## src/rtl/freq_meter_pkg.sv

```systemverilog
// -----------------------------------------------------------------------------
// freq_meter_pkg
// Shared definitions for the frequency-meter blocks:
//   - meas_state_e : measurement sequencer state encoding (3 bits)
//   - DEFAULT_GATE_CYCLES / DEFAULT_HOLD_CYCLES : default window lengths
//   - clog2()      : ceiling log2, usable in parameter expressions
// -----------------------------------------------------------------------------
package freq_meter_pkg;

    typedef enum logic [2:0] {
        ST_IDLE  = 3'd0,
        ST_CLEAR = 3'd1,
        ST_GATE  = 3'd2,
        ST_LATCH = 3'd3,
        ST_SHOW  = 3'd4
    } meas_state_e;

    localparam int DEFAULT_GATE_CYCLES = 100;
    localparam int DEFAULT_HOLD_CYCLES = 50;

    // Ceiling log2; returns 0 for values <= 1.
    function automatic int clog2(input int value);
        int result;
        int rem;
        result = 0;
        rem    = value - 1;
        while (rem > 0) begin
            result = result + 1;
            rem    = rem >> 1;
        end
        return result;
    endfunction

endpackage

```

## src/rtl/in_sync_edge.sv

```systemverilog
// -----------------------------------------------------------------------------
// in_sync_edge
// Brings an asynchronous level into the clk domain through two flops, delays
// it by one more flop and flags the synchronised rising edge for one cycle.
// All flops reset synchronously to 0, so a level that is already high when
// reset releases still yields exactly one edge.
// Ports:
//   clk_i   : system clock
//   reset_i : synchronous active-high reset
//   async_i : asynchronous input level
//   rise_o  : one-cycle pulse on a synchronised 0->1 transition
// -----------------------------------------------------------------------------
module in_sync_edge (
    input  logic clk_i,
    input  logic reset_i,
    input  logic async_i,
    output logic rise_o
);

    logic s1_q;
    logic s2_q;
    logic s3_q;

    always_ff @(posedge clk_i) begin
        if (reset_i) begin
            s1_q <= 1'b0;
            s2_q <= 1'b0;
            s3_q <= 1'b0;
        end else begin
            s1_q <= async_i;
            s2_q <= s1_q;
            s3_q <= s2_q;
        end
    end

    assign rise_o = s2_q & ~s3_q;

endmodule

```

## src/rtl/measure_sequencer.sv

```systemverilog
// -----------------------------------------------------------------------------
// measure_sequencer
// Drives the frequency-meter counter datapath through one measurement:
// CLEAR (clr) -> GATE (count, GATE_CYCLES long) -> LATCH (save) ->
// SHOW (disp, HOLD_CYCLES long). A measurement starts on a rising edge of
// the asynchronous trigger; with auto high, SHOW loops straight back to
// CLEAR. An overflow during GATE cuts the gate short and is remembered in
// ovf_flag until the next CLEAR.
// Ports:
//   clk      : system clock
//   reset    : synchronous active-high reset
//   in       : asynchronous measurement trigger (rising edge starts)
//   auto     : continuous mode, quasi-static
//   ovf      : datapath counter overflow, only looked at in GATE
//   clr      : counter clear strobe (CLEAR)
//   count    : counter gate enable (GATE)
//   save     : result latch strobe (LATCH)
//   disp     : display enable (SHOW)
//   busy     : high whenever the sequencer is not IDLE
//   ovf_flag : last measurement ended by overflow
// -----------------------------------------------------------------------------
module measure_sequencer
    import freq_meter_pkg::*;
#(
    parameter int GATE_CYCLES = DEFAULT_GATE_CYCLES,
    parameter int HOLD_CYCLES = DEFAULT_HOLD_CYCLES,
    parameter int TW = clog2(((GATE_CYCLES > HOLD_CYCLES) ? GATE_CYCLES : HOLD_CYCLES) + 1)
) (
    input  logic clk,
    input  logic reset,
    input  logic in,
    input  logic auto,
    input  logic ovf,
    output logic clr,
    output logic count,
    output logic save,
    output logic disp,
    output logic busy,
    output logic ovf_flag
);

    localparam logic [TW-1:0] GATE_LOAD = TW'(GATE_CYCLES - 1);
    localparam logic [TW-1:0] HOLD_LOAD = TW'(HOLD_CYCLES - 1);

    meas_state_e   state_q, state_d;
    logic [TW-1:0] timer_q, timer_d;
    logic          ovf_flag_q, ovf_flag_d;
    logic          trig;

    in_sync_edge u_in_sync_edge (
        .clk_i   (clk),
        .reset_i (reset),
        .async_i (in),
        .rise_o  (trig)
    );

    always_ff @(posedge clk) begin
        if (reset) begin
            state_q    <= ST_IDLE;
            timer_q    <= '0;
            ovf_flag_q <= 1'b0;
        end else begin
            state_q    <= state_d;
            timer_q    <= timer_d;
            ovf_flag_q <= ovf_flag_d;
        end
    end

    // The timer is loaded on the edge entering GATE/SHOW and forced to 0 on
    // every exit, so it sits at 0 in IDLE, CLEAR and LATCH and never wraps.
    // Triggers seen outside IDLE are simply dropped.
    always_comb begin
        state_d    = state_q;
        timer_d    = timer_q;
        ovf_flag_d = ovf_flag_q;
        unique case (state_q)
            ST_IDLE: begin
                timer_d = '0;
                if (trig) begin
                    state_d    = ST_CLEAR;
                    ovf_flag_d = 1'b0;
                end
            end
            ST_CLEAR: begin
                state_d = ST_GATE;
                timer_d = GATE_LOAD;
            end
            ST_GATE: begin
                if (ovf) begin
                    // Overflow wins even when the window also expires now.
                    state_d    = ST_LATCH;
                    timer_d    = '0;
                    ovf_flag_d = 1'b1;
                end else if (timer_q == '0) begin
                    state_d = ST_LATCH;
                    timer_d = '0;
                end else begin
                    timer_d = timer_q - 1'b1;
                end
            end
            ST_LATCH: begin
                state_d = ST_SHOW;
                timer_d = HOLD_LOAD;
            end
            ST_SHOW: begin
                if (timer_q == '0) begin
                    timer_d = '0;
                    if (auto) begin
                        state_d    = ST_CLEAR;
                        ovf_flag_d = 1'b0;
                    end else begin
                        state_d = ST_IDLE;
                    end
                end else begin
                    timer_d = timer_q - 1'b1;
                end
            end
            default: begin
                state_d = ST_IDLE;
                timer_d = '0;
            end
        endcase
    end

    assign clr      = (state_q == ST_CLEAR);
    assign count    = (state_q == ST_GATE);
    assign save     = (state_q == ST_LATCH);
    assign disp     = (state_q == ST_SHOW);
    assign busy     = (state_q != ST_IDLE);
    assign ovf_flag = ovf_flag_q;

endmodule
```

## config.mk

```make
export PLATFORM = sky130hd
export DESIGN_NAME = measure_sequencer
export DESIGN_NICKNAME = d
export VERILOG_FILES = /design/src/rtl/freq_meter_pkg.sv /design/src/rtl/in_sync_edge.sv /design/src/rtl/measure_sequencer.sv
export SDC_FILE = /design/constraint.sdc
export NUM_CORES = 1
export LEC_CHECK = 0
export ABC_AREA = 1
export CAP_MARGIN = 20
export CELL_PAD_IN_SITES_DETAIL_PLACEMENT = 0
export CELL_PAD_IN_SITES_GLOBAL_PLACEMENT = 1
export CORE_MARGIN = 4
export CORE_UTILIZATION = 36
export DETAILED_ROUTE_END_ITERATION = 12
export PLACE_DENSITY_LB_ADDON = 0.15
export SYNTH_ARGS = -nofsm -noshare
export SYNTH_HDL_FRONTEND = slang
export SYNTH_HIERARCHICAL = 1
export SYNTH_SLANG_ARGS = --single-unit
export TNS_END_PERCENT = 100
```

## constraint.sdc

```tcl
create_clock -name clk -period 1.4 [get_ports clk]
set_input_delay 0.28 -clock clk [delete_from_list [all_inputs] [get_ports clk]]
set_output_delay 0.28 -clock clk [all_outputs]
set_load 0.005 [all_outputs]
```

==> reports/results.tsv <==
metric	value	unit
holdCritStartpoint	u_in_sync_edge/s1_q$_SDFF_PP0_	
cap_violations	0	
tightest_slew	0.219	ns
required	1.12	ns
irDropWorstVdd	0.894	mV
nFillCells	195	
sw_frac_of_total	32.1	%
clk_latency	0.27	ns
cts-htree-levels	1	
finClkSkew	0.00543	ns
r2r_cells	8	
cp_max_fo	3	
grt.overflow.total	0	
wl	1.41	mm
chipHeight	51.6	um
powerDensity	1260	nW/um2
worstSetupPathType	flop to output pin	
antenna_found_initial	0	
synth-seq-area-share	41.0	%
cts_hold_buf	0	
root_buffer	clkbuf_4	
power	1.23	mW
vias	624	
min_path_type	flop to flop	
fin_util	55.4	%
area_delta_synth_final	42.8	%
gp_congestion	0.836	
worstReg2RegEnd	ovf_flag$_SDFFE_PP0P_	
ys_ff_latch	14	
ant_nets	0	
sequentialPowerShare	38.6	%
drc	0	
synth_top_family_by_area	simple AND/OR/NAND/NOR gates	
grt_use_total	13.0	%
whs_path_depth	2	
synth_cell_types	16	
r2r_slack	0.15	ns
avgSynthCellArea	7.13	um2
syn-cell-area	684	um2
die_area	2660	um2
worstSetupStartpointType	flop	
coreArea	1760	um2
synth_compound_gate_area_share	5.85	%
drive_above_1_share	34.1	%
clockPowerShare	22.8	%
reg2reg_from	state_q[0]$_SDFFE_PP0P_	
synthSimpleGateAreaFrac	32.7	%
start_util	38.8	%
drt_iter0_drc	2	
period_minus_slack	1.34	ns
port_buffers	10	
numCtsBuffers	3	
postSynthCellCount	96	
switchingPower	0.397	mW
cp_data_arrival_time	1.06	ns
clock_path_buffers	2	
io_pins	11	
muxShareOfSynthArea	0	%
grt_pass1_vias	610	
yosys_warnings	6	
grt_pass1_wl	2.64	mm
fp.dieW	51.6	um
combPwrFrac	38.6	%
grt_max_degree	9	
max_freq	0.745	GHz
nets	134	
cts.sinks	14	
max_slew_margin	85.2	%
endpoint_kind	output pin	
cts_tree	yes	
wl_per_cell	9.36	um
avgViaCountPerCell	4.13	
antenna_cells	0	
synth_fa_ha_area_share	3.66	%
synthesis.nets	103	
setup_viol	0	
row_count	15	
finalHoldViolCount	0	
hpwl	1.11	mm
p_leak	0.532	nW
drv_slew	0	
status	completed	
drt_pass1_iterations	2	
p_int	0.838	mW
synth_xor_area_share	6.40	%
hold_end	u_in_sync_edge/s2_q$_SDFF_PP0_	
clkTransAtPathRegs	0.08	ns
fin_crit_sh	95.9	%
==> synth_stat cells, drive strengths merged <==
cell type,n,area [um2]
nor2,20,95.1
dfxtp,14,280
ha,2,25.0
nor3,1,5.00
o21ai,4,20.0
nand2,21,86.3
a21oi,4,20.0
xor2,3,26.3
xnor2,2,17.5
inv,19,71.3
nand3,5,25.0
nand4,1,12.5
==> timing repair <==
| item | CTS | global route |
|---|---|---|
| endpoints found under the hold margin | 0 | 0 |
| resized for setup | 27 | 7 |
| pin swaps | 2 | 2 |
| endpoints found under the setup margin | 5 | 6 |
| setup buffers | 3 | 2 |
==> metal layers <==
| metal | GRT usage, % | wire length [um] | vias up |
|---|---|---|---|
| met5 | 0 | 0 | - |
| met2 | 20.8 | 639 | 7 |
| li1 | - | - | 347 |
| met3 | 2.58 | 53 | 2 |
| met4 | 3.93 | 12 | 0 |
| met1 | 17.6 | 708 | 268 |
==> critical path: stages, from the launching register on <==
cell	delay (ns)
dfxtp_2	0.35
inv_1	0.07
nor2_4	0.09
inv_2	0.07
nor2_4	0.09
buf_2	0.12
==> worst max path at each step <==
stage / startpoint / end / depth (start not counted)
finish: state_q[0]$_SDFFE_PP0P_ / save / 5
global route: state_q[1]$_SDFFE_PP0P_ / save / 3
CTS: ovf_flag$_SDFFE_PP0P_ / ovf_flag / 1
detailed placement: state_q[0]$_SDFFE_PP0P_ / clr / 5
global placement: state_q[0]$_SDFFE_PP0P_ / clr / 5
floorplan: timer_q[0]$_SDFF_PP0_ / ovf_flag$_SDFFE_PP0P_ / 8
==> cell type report <==
type	instances	area, um2	share of cell area (%)
inverter	19	71.3	7.30
sequential	14	285	29.2
timing repair buffer	26	198	20.2
clock buffer	4	36.3	3.71
multi-input combinational	63	355	36.4
tap	25	31.3	3.20
==> flip-flops by register name, summed over array words and instances (netlist names) <==
name                 flops
u_in_sync_edge/s2_q      1
state_q                  3
u_in_sync_edge/s3_q      1
ovf_flag                 1
u_in_sync_edge/s1_q      1
timer_q                  7
==> power groups by stage <==
stage          clock network (mW)  registers, mW  logic (mW)
2_1_floorplan                   0          0.478       0.250
4_1_cts                     0.295          0.471       0.470
5_1_grt                     0.318          0.484       0.536
6_report                    0.282          0.476       0.476
3_5_place_dp                    0          0.476       0.451
3_3_place_gp                    0          0.474       0.449
==> layout by cell type, fill, tap and decap left out <==
cell / count
nand2_2: 5
o21ai_1: 3
nand3_1: 5
clkbuf_2: 1
ha_1: 2
inv_1: 16
inv_2: 3
clkbuf_4: 3
a21oi_1: 4
xor2_1: 3
clkbuf_8: 1
nand2_1: 16
o21ai_0: 1
nand4_2: 1
clkdlybuf4s50_1: 4
buf_2: 4
dlymetal6s2s_1: 1
nor3_1: 1
buf_4: 16
dfxtp_1: 10
nor2_4: 5
nor2_1: 15
xnor2_1: 2
dfxtp_2: 4
==> cell families (layout without fill, tap and decap cells) <==
group / count (synthesis) / after routing
AO/OA/AOI/OAI: 8 / 8
XOR/XNOR: 5 / 5
adder cells (fa/ha/maj): 2 / 2
buffers and inverters: 19 / 49
flip-flops: 14 / 14
AND/OR/NAND/NOR: 48 / 48
==> stage by stage <==
step,TNS [ns],hold WS [ns],instances,worst slack [ns],instance area [um2]
2_1_floorplan,0,0.349,96,0.288,684
4_1_cts,0,0.416,150,0.000144,965
5_1_grt,-0.00838,0.426,151,-0.00838,977
3_3_place_gp,-0.180,0.396,143,-0.0619,906
3_5_place_dp,-0.264,0.401,143,-0.111,906
6_report,0,0.411,151,0.0575,977
(Power assumes the default switching activity.)
